## config.mk

```make
export PLATFORM = sky130hd
export DESIGN_NAME = dm_abstract_cmd_ctrl
export DESIGN_NICKNAME = d
export VERILOG_FILES = /design/src/rtl/dm_abstract_cmd_ctrl_pkg.sv /design/src/rtl/dm_abstract_cmd_ctrl.sv
export SDC_FILE = /design/constraint.sdc
export NUM_CORES = 1
export LEC_CHECK = 0
export BUFFER_PORTS_ARGS = -buffer_cell sky130_fd_sc_hd__buf_2
export CAP_MARGIN = 10
export CORE_MARGIN = 2
export CORE_UTILIZATION = 47
export DETAILED_ROUTE_END_ITERATION = 10
export GPL_TIMING_DRIVEN = 0
export MAX_ROUTING_LAYER = met4
export PLACE_DENSITY = 0.79
export SYNTH_ARGS = -nofsm -noshare
export SYNTH_HDL_FRONTEND = slang
export SYNTH_SLANG_ARGS = --single-unit
export TNS_END_PERCENT = 10
```

## constraint.sdc

```tcl
create_clock -name clk -period 2.6 [get_ports clk]
set_input_delay 0.13 -clock clk [delete_from_list [all_inputs] [get_ports clk]]
set_output_delay 0.13 -clock clk [all_outputs]
set_load 0.05 [all_outputs]
```

## src/rtl/dm_abstract_cmd_ctrl_pkg.sv

```systemverilog
`default_nettype none
// +----------------------------------------------------------------------+
// | dm_abstract_cmd_ctrl_pkg: types for the abstract command controller  |
// | Rev 1.0                                                              |
// +----------------------------------------------------------------------+
package dm_abstract_cmd_ctrl_pkg;

  typedef enum logic [2:0] {
    CMDERR_NONE       = 3'd0,
    CMDERR_BUSY       = 3'd1,
    CMDERR_NOTSUP     = 3'd2,
    CMDERR_EXCEPTION  = 3'd3,
    CMDERR_HALTRESUME = 3'd4
  } cmderr_e;

  typedef enum logic [1:0] {
    ST_IDLE  = 2'd0,
    ST_CHECK = 2'd1,
    ST_REQ   = 2'd2,
    ST_DONE  = 2'd3
  } state_e;

  localparam logic [15:0] c_gpr_first  = 16'h1000;
  localparam logic [15:0] c_gpr_last   = 16'h101F;
  localparam logic [15:0] c_csr_last   = 16'h0FFF;
  localparam logic [2:0]  c_aarsize_32 = 3'd2;

  typedef struct packed {
    logic        rsvd;
    logic [2:0]  aarsize;
    logic        aarpostincrement;
    logic        postexec;
    logic        transfer;
    logic        write;
    logic [15:0] regno;
  } acc_reg_ctrl_t;

  typedef struct packed {
    logic [7:0]    cmdtype;
    acc_reg_ctrl_t control;
  } command_t;

  typedef struct packed {
    logic [2:0]  rsvd3;
    logic [4:0]  progbufsize;
    logic [10:0] rsvd2;
    logic        busy;
    logic        rsvd1;
    logic [2:0]  cmderr;
    logic [3:0]  rsvd0;
    logic [3:0]  datacount;
  } abstractcs_t;

endpackage
`default_nettype wire

```

## src/rtl/dm_abstract_cmd_ctrl.sv

```systemverilog
`default_nettype none
// +----------------------------------------------------------------------+
// | dm_abstract_cmd_ctrl: Access Register abstract command sequencer     |
// | Rev 1.0                                                              |
// +----------------------------------------------------------------------+
module dm_abstract_cmd_ctrl
  import dm_abstract_cmd_ctrl_pkg::*;
#(
  parameter int unsigned TIMEOUT   = 255,
  parameter int unsigned DATACOUNT = 3
) (
  input  logic        clk,
  input  logic        rst_n,
  input  logic        dmactive,
  input  logic        cmd_wr,
  input  logic [31:0] cmd_wdata,
  input  logic        acs_wr,
  input  logic [31:0] acs_wdata,
  output logic [31:0] acs_rdata,
  input  logic        data0_wr,
  input  logic [31:0] data0_wdata,
  output logic [31:0] data0_rdata,
  input  logic        hart_halted,
  output logic        reg_req,
  output logic        reg_we,
  output logic        reg_is_csr,
  output logic [11:0] reg_addr,
  output logic [31:0] reg_wdata,
  input  logic        reg_ack,
  input  logic        reg_err,
  input  logic [31:0] reg_rdata
);

  localparam int unsigned      CNT_W      = $clog2(TIMEOUT + 1);
  localparam logic [CNT_W-1:0] c_cnt_last = CNT_W'(TIMEOUT - 1);

  state_e           state_q, state_d;
  command_t         cmd_q, cmd_d;
  cmderr_e          cmderr_q, cmderr_d;
  logic [31:0]      data0_q, data0_d;
  logic [CNT_W-1:0] cnt_q, cnt_d;
  logic             reg_we_q, reg_we_d;
  logic             reg_is_csr_q, reg_is_csr_d;
  logic [11:0]      reg_addr_q, reg_addr_d;

  logic        w_busy, w_cmd_accept, w_timeout_hit, w_err_set;
  logic        w_chk_go_req, w_chk_is_csr;
  logic [11:0] w_chk_addr;
  cmderr_e     w_chk_err, w_err_val;
  abstractcs_t w_acs;
  logic        w_unused;

  assign w_busy        = (state_q != ST_IDLE);
  assign w_cmd_accept  = (state_q == ST_IDLE) && cmd_wr && (cmderr_q == CMDERR_NONE);
  assign w_timeout_hit = (state_q == ST_REQ) && !reg_ack && (cnt_q == c_cnt_last);
  assign w_unused      = ^{acs_wdata[31:11], acs_wdata[7:0], cmd_q.control.rsvd};

  // Validation of the latched command, in priority order.
  always_comb begin
    w_chk_err    = CMDERR_NONE;
    w_chk_go_req = 1'b0;
    w_chk_is_csr = 1'b0;
    w_chk_addr   = '0;
    if (cmd_q.cmdtype != 8'd0 || cmd_q.control.postexec ||
        (cmd_q.control.transfer && cmd_q.control.aarsize != c_aarsize_32)) begin
      w_chk_err = CMDERR_NOTSUP;
    end else if (cmd_q.control.transfer) begin
      if (!hart_halted) begin
        w_chk_err = CMDERR_HALTRESUME;
      end else if (cmd_q.control.regno >= c_gpr_first && cmd_q.control.regno <= c_gpr_last) begin
        w_chk_go_req = 1'b1;
        w_chk_addr   = {7'd0, cmd_q.control.regno[4:0]};
      end else if (cmd_q.control.regno <= c_csr_last) begin
        w_chk_go_req = 1'b1;
        w_chk_is_csr = 1'b1;
        w_chk_addr   = cmd_q.control.regno[11:0];
      end else begin
        w_chk_err = CMDERR_EXCEPTION;
      end
    end
  end

  always_ff @(posedge clk) begin
    if (!rst_n || !dmactive) begin
      state_q      <= ST_IDLE;
      cmd_q        <= '0;
      cmderr_q     <= CMDERR_NONE;
      data0_q      <= '0;
      cnt_q        <= '0;
      reg_we_q     <= 1'b0;
      reg_is_csr_q <= 1'b0;
      reg_addr_q   <= '0;
    end else begin
      state_q      <= state_d;
      cmd_q        <= cmd_d;
      cmderr_q     <= cmderr_d;
      data0_q      <= data0_d;
      cnt_q        <= cnt_d;
      reg_we_q     <= reg_we_d;
      reg_is_csr_q <= reg_is_csr_d;
      reg_addr_q   <= reg_addr_d;
    end
  end

  always_comb begin
    state_d = state_q;
    unique case (state_q)
      ST_IDLE:  if (w_cmd_accept) state_d = ST_CHECK;
      ST_CHECK: state_d = w_chk_go_req ? ST_REQ : ST_DONE;
      ST_REQ:   if (reg_ack || w_timeout_hit) state_d = ST_DONE;
      ST_DONE:  state_d = ST_IDLE;
      default:  state_d = ST_IDLE;
    endcase
  end

  always_comb begin
    cmd_d        = cmd_q;
    data0_d      = data0_q;
    cnt_d        = cnt_q;
    reg_we_d     = reg_we_q;
    reg_is_csr_d = reg_is_csr_q;
    reg_addr_d   = reg_addr_q;
    w_err_set    = 1'b0;
    w_err_val    = CMDERR_NONE;
    unique case (state_q)
      ST_IDLE: begin
        if (w_cmd_accept) begin
          cmd_d = command_t'(cmd_wdata);
          cnt_d = '0;
        end
        if (data0_wr) data0_d = data0_wdata;
      end
      ST_CHECK: begin
        if (w_chk_err != CMDERR_NONE) begin
          w_err_set = 1'b1;
          w_err_val = w_chk_err;
        end
        if (w_chk_go_req) begin
          reg_we_d     = cmd_q.control.write;
          reg_is_csr_d = w_chk_is_csr;
          reg_addr_d   = w_chk_addr;
        end
      end
      ST_REQ: begin
        if (reg_ack) begin
          if (reg_err) begin
            w_err_set = 1'b1;
            w_err_val = CMDERR_EXCEPTION;
          end else if (!reg_we_q) begin
            data0_d = reg_rdata;
          end
        end else begin
          cnt_d = cnt_q + CNT_W'(1);
          if (w_timeout_hit) begin
            w_err_set = 1'b1;
            w_err_val = CMDERR_EXCEPTION;
          end
        end
      end
      ST_DONE: begin
        if (cmd_q.control.aarpostincrement && cmderr_q == CMDERR_NONE)
          cmd_d.control.regno = cmd_q.control.regno + 16'd1;
      end
      default: ;
    endcase
    if (!w_err_set && w_busy && (cmd_wr || data0_wr)) begin
      w_err_set = 1'b1;
      w_err_val = CMDERR_BUSY;
    end
    // A freshly raised error wins over a W1C clear landing in the same cycle.
    cmderr_d = cmderr_q;
    if (acs_wr) cmderr_d = cmderr_e'(cmderr_q & ~acs_wdata[10:8]);
    if (w_err_set && cmderr_q == CMDERR_NONE) cmderr_d = w_err_val;
  end

  always_comb begin
    w_acs           = '0;
    w_acs.busy      = w_busy;
    w_acs.cmderr    = cmderr_q;
    w_acs.datacount = 4'(DATACOUNT);
    acs_rdata       = w_acs;
    data0_rdata     = data0_q;
    reg_req         = (state_q == ST_REQ);
    reg_we          = reg_we_q;
    reg_is_csr      = reg_is_csr_q;
    reg_addr        = reg_addr_q;
    reg_wdata       = data0_q;
  end

endmodule
`default_nettype wire

```

==> impl_results.md, run 1 <==
* Ys Warns at 0
* Highest Clock Rate at around 430 MHz
* Vias per std cell at 5.207
* Io pins at ~250
* Period utilization at 90.19%
* CP Capture Type: flop
* Via count at 5092
* Hold path start: cmd_wdata[17]
* Dpl cell area at 0.006289 mm2
* Critical path data required time at about 2.8 ns
* Synth top area cells: dfxtp_1 (36%), mux2i_1 (9.5%), buf_4 (9.0%)
* Cts bufs inserted at 9
* Clock sink count at 90
* CTS root buffer: clkbuf_8
* DP HPWL at 11360 um
* Slew headroom at 59.82%
* Critical R2R Capture: data0_rdata[4]$_SDFFE_PP0P_
* Maximum vdd drop at approximately 0.42 mV
* Ys async rst share at 0%
* Pin count of the biggest net entering global routing at 16
* Global-route wire length before repair at ~22000 um
* Post-cts resize count at 0
* Unique masters post-synth at a little under 60
* Reg2reg path depth at 7
* Core ar. at ~0.010 mm2
* Row count at 37
* CP peak stage delay at about 0.37 ns
* Max Buffers Root-to-Sink at 2
* CP arrival at 2.58 ns
* DR WL/cell at 14.86 um
* Post-synthesis sequential area ratio at about 36%
* Element type at the critical path start: flop
* Hold worst-path end: cmd_q[17]$_SDFFE_PP0P_
* CP delay by family, top: buffers and inverters
* Worst-case clock skew at 0.007944 ns
* RSZ-0062 raised after global routing: no
* Synth cell count leaders: dfxtp_1 (90), nand2_1 (83), buf_4 (61), mux2i_1 (48), nor2_1 (43)
* Synthesized area at roughly 0.005 mm2
* DR pass1 iterations at 6
* Top FF cell, synth: dfxtp_1
* Port-buffer cells at 189
* Die area at between 0.01 and 0.015 mm2
* Max-slew violation count at 0
* Hold Path Stages at 3
* Hold crit path type: in -> reg
* CTS tree: yes
* Die width at between 100 and 150 um
* Worst path depth at 7
* Vias in the first global route at about 4700
* CP dominant cell by count: buf_2
* Initial antenna violation count at 0
* R2R Setup Slk at roughly 0.26 ns
* Starting Density at between 40% and 50%
* Gr usage total at between 20% and 30%
* Design Area, Final at ~0.0066 mm2
* Layout Nets at slightly below 1000
* Post-synth EDFFs at 0
* Sum of negative setup slack at 0 ns
* Hold Vio Cnt, Final at 0
* H-tree levels at 3
* Crit Reg-Reg Startpoint: state_q[0]$_SDFFE_PP0P_
* Top-count cell post-synth: dfxtp_1
* Iteration-0 DRC Markers at 223
* Worst slew pin tran at ~0.60 ns
* Synth Instances at around 600
* Share of post-route cells with drive strength above 1 at 35.15%
* Buf/Inv on CP at 4
* Synth-to-layout area growth at 29.96%
* Die H at roughly 110 um
* Clk Latency, worst-skew pair at around 0.36 ns
* # diodes at 0
* Crit-path slowest cell: buf_2
* Remaining DRCs at 0
* Leakage at approximately 3 nW
* Worst Path Max Fanout at 10
* Cell Chain, Critical Path: inv_1 -> ha_1 -> clkbuf_1 -> buf_2 -> buf_2 -> mux2i_1 -> a211oi_1
* Tmin final at ~2.3 ns
* Syn_area_per_cell at about 8.4 um2
* Synth Register Bits at 90
* Routed wire length at ~15000 um
* Crit Path Category: reg -> reg
* Pwr Density at ~530 mW/mm2
* Post-synth top area cell: dfxtp_1
* Outcome: finished, final reports clean
* Clock transition at path regs at 0.10 ns
* Number of nets still failing antenna checks after routing at 0
* GPL Wtd Cong at roughly 0.94
* Max Cap Viol at 0
* Total gr overflow at 0
* Top cell type's share of synthesized area at approximately 36%
* Final Setup Violations at 0
[registers in the layout (all words and copies together), names as in the netlist]
signal	cells
reg_is_csr	1
state_q	2
cmderr_q	3
cnt_q	8
cmd_q	31
reg_addr	12
data0_rdata	32
reg_we	1
[cells by family after synthesis]
logic type                 share of synthesized area [%]
and+or+nand+nor                                    20.39
buffers and inverters                              13.21
adders and majority gates                          2.219
DFF                                                35.50
muxes                                              9.689
other                                             0.1480
AOI/OAI and AO/OA                                  18.84
[cell usage in the layout (no fill, tap or decap), types with 3 or more instances in the layout]
cell,Yosys,final
and2_1,6,6
nand3_1,16,16
nor3_1,6,6
o21ai_0,9,9
o2bb2ai_1,5,5
nor4_1,5,5
or3_1,3,3
mux2i_1,48,48
buf_4,61,61
o31ai_1,9,9
dlygate4sd3_1,0,7
o41ai_1,3,3
o22ai_1,5,5
a32oi_1,3,3
nand2_1,83,83
and3_1,5,5
conb_1,2,28
nand2b_1,4,4
nor2_1,43,43
ha_1,9,9
a211oi_1,38,38
o32ai_1,6,6
a21oi_1,42,42
nor2b_1,4,4
dfxtp_1,90,90
clkbuf_8,0,11
nand4_1,7,7
inv_1,14,14
or4_1,7,7
buf_2,14,203
clkbuf_1,20,20
[report_power, final]
group | switching (W) | internal (W)
Combinational | 0.000607 | 0.000294
Sequential | 0.0000543 | 0.00143
Clock | 0.000525 | 0.000599
[layer usage]
| layer | part of all wire (%) | up-vias | track usage, % |
|---|---|---|---|
| li1 | - | 2545 | - |
| met4 | 2.4 | 0 | 10.07 |
| met3 | 5.5 | 28 | 3.390 |
| met5 | 0 | - | - |
| met2 | 50 | 173 | 39.53 |
| met1 | 42 | 2346 | 30.84 |
[worst max-delay path by stage]
| stage | from | end | slack, ns |
|---|---|---|---|
| after global routing | state_q[0]$_SDFFE_PP0P_ | data0_rdata[6]$_SDFFE_PP0P_ | 0.09 |
| after detailed placement | state_q[0]$_SDFFE_PP0P_ | data0_rdata[4]$_SDFFE_PP0P_ | 0.32 |
| after CTS | state_q[0]$_SDFFE_PP0P_ | data0_rdata[4]$_SDFFE_PP0P_ | 0.31 |
| final | state_q[0]$_SDFFE_PP0P_ | data0_rdata[4]$_SDFFE_PP0P_ | 0.26 |
| after global placement | state_q[0]$_SDFFE_PP0P_ | data0_rdata[4]$_SDFFE_PP0P_ | 0.40 |
| after floorplan | state_q[0]$_SDFFE_PP0P_ | cnt_q[4]$_SDFFE_PP0P_ | 0.47 |
[per-stage QoR]
step | total power [W] | std cells | util, % | hold WS, ns | setup WS (ns)
global route | 0.003652 | 978 | 63.32 | 0.007235 | 0.08600
global placement | 0.002384 | 955 | 60.37 | 0.3751 | 0.3953
finish | 0.003511 | 978 | 63.32 | 0.004734 | 0.2551
floorplan | 0.002166 | 630 | - | 0.2311 | 0.4719
CTS | 0.003521 | 978 | 63.32 | 0.0004395 | 0.3140
detailed placement | 0.002404 | 955 | 60.37 | 0.3749 | 0.3236
[cell type report]
| cell class | instances | area [um2] |
|---|---|---|
| clock inverter | 5 | 85.08 |
| tap | 136 | 170.2 |
| inverter | 14 | 52.55 |
| sequential | 90 | 1802 |
| buffer | 97 | 618.1 |
| multi-input combinational | 429 | 2700 |
| clock buffer | 11 | 151.4 |
| fill | 935 | 3821 |
| timing repair buffer | 196 | 1016 |
[worst reg2reg max path, cell delays in order (launching register included)]
cell	delay (ns)
dfxtp_1	0.36
inv_1	0.15
ha_1	0.22
clkbuf_1	0.26
buf_2	0.36
buf_2	0.38
mux2i_1	0.36
a211oi_1	0.13
[what timing repair did]
action                                  4_1_cts  5_1_grt
hold endpoints to repair                      7        0
endpoints found under the setup margin        0        0
hold buffers                                  7        0
buffers inserted                              0        0
Power figures use the tool's default switching activity.
==> run 2: changes to the inputs <==
CAP_MARGIN = 20   (was 10)
CORE_UTILIZATION = 48   (was 47)
CTS_BUF_LIST = sky130_fd_sc_hd__clkbuf_8   (was not set)
PLACE_DENSITY = 0.81   (was 0.79)
==> impl_results.md, run 2 (synthesis gave the netlist of run 1 again) <==
* DR WL/cell at 15.14 um (was 14.86 um)
* Clk Latency, worst-skew pair at 0.36 ns (about the same)
* Total gr overflow at 0 (unchanged)
* FF+latch area at 0.001802 mm2 (unchanged)
* Element type at the critical path start: flop (unchanged)
* DR pass1 iterations at 5 (was 6)
* Hold Path Stages at 3 (unchanged)
* R2R Setup Slk at 0.23 ns (was 0.26 ns)
* Max-slew violation count at 0 (unchanged)
* Commonest non-fill, non-tap cell in the layout: buf_2 (unchanged)
* Io pins at 248 (unchanged)
* Critical path data required time at 2.83 ns (was 2.84 ns)
* Multi-input gate area at 0.002700 mm2 (unchanged)
* Layout Nets at 978 (was 983)
* Tmin final at 2.367 ns (was 2.345 ns)
* H-tree levels at 3 (unchanged)
* Final Setup Violations at 0 (unchanged)
* RSZ-0062 raised after global routing: no (unchanged)
* Outcome: finished, final reports clean (unchanged)
* Gr usage total at 25.43% (was 24.48%)
* GPL Wtd Cong at 0.9220 (was 0.9356)
* Core ar. at 0.01028 mm2 (was 0.01042 mm2)
* Clock sink count at 90 (unchanged)
* Port-buffer cells at 189 (unchanged)
* Die H at 106.8 um (was 107.9 um)
* Share of post-route cells with drive strength above 1 at 35.24% (was 35.15%)
* Critical R2R Capture: data0_rdata[8]$_SDFFE_PP0P_ (was data0_rdata[4]$_SDFFE_PP0P_)
* Pwr Density at 506.1 mW/mm2 (was 532.4 mW/mm2)
* Crit Path Category: reg -> reg (unchanged)
* DP HPWL at 11600 um (was 11360 um)
* Worst-case clock skew at 0.01539 ns (was 0.007944 ns)
* Die area at 0.01141 mm2 (was 0.01164 mm2)
* Synth-to-layout area growth at 27.84% (was 29.96%)
* Sum of negative setup slack at 0 ns (unchanged)
* Starting Density at 49.38% (was 48.72%)
* PnR worst setup slack at 0.2326 ns (was 0.2551 ns)
* CTS tree: yes (unchanged)
* CP Capture Type: flop (unchanged)
* CTS root buffer: clkbuf_8 (unchanged)
* Via count at 5166 (was 5092)
* Hold path start: cmd_wdata[27] (was cmd_wdata[17])
* Crit Reg-Reg Startpoint: state_q[0]$_SDFFE_PP0P_ (unchanged)
* Period utilization at 91.05% (was 90.19%)
* Slew headroom at 58.13% (was 59.82%)
* Most frequent cells in the layout: buf_2 (203), dfxtp_1 (90), nand2_1 (83), buf_4 (61), mux2i_1 (48) (unchanged)
* Hold worst-path end: cmd_q[27]$_SDFFE_PP0P_ (was cmd_q[17]$_SDFFE_PP0P_)
* Worst slew pin tran at 0.6281 ns (was 0.6027 ns)
* Routed wire length at 14730 um (was 14530 um)
* Row count at 37 (unchanged)
* Leakage at 2.894 nW (was 2.940 nW)
* Iteration-0 DRC Markers at 289 (was 223)
* Number of flip-flops in the largest register at 32 (unchanged)
* Clock transition at path regs at 0.10 ns (about the same)
* Remaining DRCs at 0 (unchanged)
* Highest Clock Rate at 422.4 MHz (was 426.5 MHz)
* CP arrival at 2.60 ns (was 2.58 ns)
* FILL cells at 954 (was 935)
* Cts bufs inserted at 9 (unchanged)
* Pin count of the biggest net entering global routing at 16 (unchanged)
* Global-route wire length before repair at 22960 um (was 22220 um)
* Max Buffers Root-to-Sink at 2 (unchanged)
* Initial antenna violation count at 0 (unchanged)
* Reg2reg path depth at 7 (unchanged)
* Placed insts at 955 (unchanged)
* # diodes at 0 (unchanged)
* Number of nets still failing antenna checks after routing at 0 (unchanged)
* Post-Place Worst Slack at 0.3105 ns (was 0.3236 ns)
* Vias per std cell at 5.309 (was 5.207)
* Die width at 106.8 um (was 107.9 um)
* Hold Vio Cnt, Final at 0 (unchanged)
* Fin cells at 973 (was 978)
* Worst Path Max Fanout at 10 (unchanged)
* Hold crit path type: in -> reg (unchanged)
* Vias in the first global route at 4912 (was 4714)
* Max Cap Viol at 0 (unchanged)
* Maximum vdd drop at 0.3274 mV (was 0.4177 mV)
## run 2: where the power goes
group / leakage (nW) / total [W] / internal, W / switching [W]
combinational: 2.07 / 0.000896 / 0.000289 / 0.000607
clock: 0.0905 / 0.000902 / 0.000376 / 0.000526
sequential: 0.732 / 0.00149 / 0.00143 / 0.0000543
total: 2.89 / 0.00328 / 0.00210 / 0.00119
## run 2: final cells by class
cell class,count,share of cell area (%)
tap,136,2.623
clock buffer,10,2.122
sequential,90,27.77
inverter,14,0.8100
buffer,97,9.527
multi-input combinational,429,41.62
timing repair buffer,191,14.89
clock inverter,6,0.6365
## run 2: worst max-delay path by stage
stage                             from                      endpoint  slack [ns]  cells past startpoint
6_report       state_q[0]$_SDFFE_PP0P_   data0_rdata[8]$_SDFFE_PP0P_        0.23                      7
5_1_grt        state_q[0]$_SDFFE_PP0P_  data0_rdata[27]$_SDFFE_PP0P_        0.09                      8
3_3_place_gp   state_q[0]$_SDFFE_PP0P_   data0_rdata[8]$_SDFFE_PP0P_        0.36                      7
2_1_floorplan  state_q[0]$_SDFFE_PP0P_         cnt_q[4]$_SDFFE_PP0P_        0.47                      7
4_1_cts        state_q[0]$_SDFFE_PP0P_   data0_rdata[8]$_SDFFE_PP0P_        0.28                      7
3_5_place_dp   state_q[0]$_SDFFE_PP0P_   data0_rdata[8]$_SDFFE_PP0P_        0.31                      7
## run 2: routing by layer
| metal | track usage (%) | routed length [um] |
|---|---|---|
| met1 | 31.81 | 6213 |
| met2 | 42.81 | 7492 |
| met3 | 3.465 | 831 |
| met4 | 7.885 | 190 |
| met5 | - | 0 |
## run 2: repair_timing
action                     CTS  global route
setup buffers                0             0
hold buffers                 2             0
setup endpoints to repair    0             0
resized for setup            0             0
hold endpoints to repair     2             0
## run 2: metrics by stage
step | utilization (%) | area, um2 | power (W) | hold slack [ns]
6_report | 63.12 | 6487 | 0.003284 | 0.002549
5_1_grt | 63.12 | 6487 | 0.003424 | 0.01321
4_1_cts | 63.12 | 6487 | 0.003281 | 0.001819
3_5_place_dp | 61.19 | 6289 | 0.002402 | 0.3763
3_3_place_gp | 61.19 | 6289 | 0.002381 | 0.3758
2_1_floorplan | - | 5172 | 0.002166 | 0.2311
## run 2: critical path, cell delays in order, from the launching register on
cell and delay (ns):
dfxtp_1 0.36, inv_1 0.15, ha_1 0.22, clkbuf_1 0.29
buf_2 0.36, buf_2 0.37, mux2i_1 0.36, a211oi_1 0.13
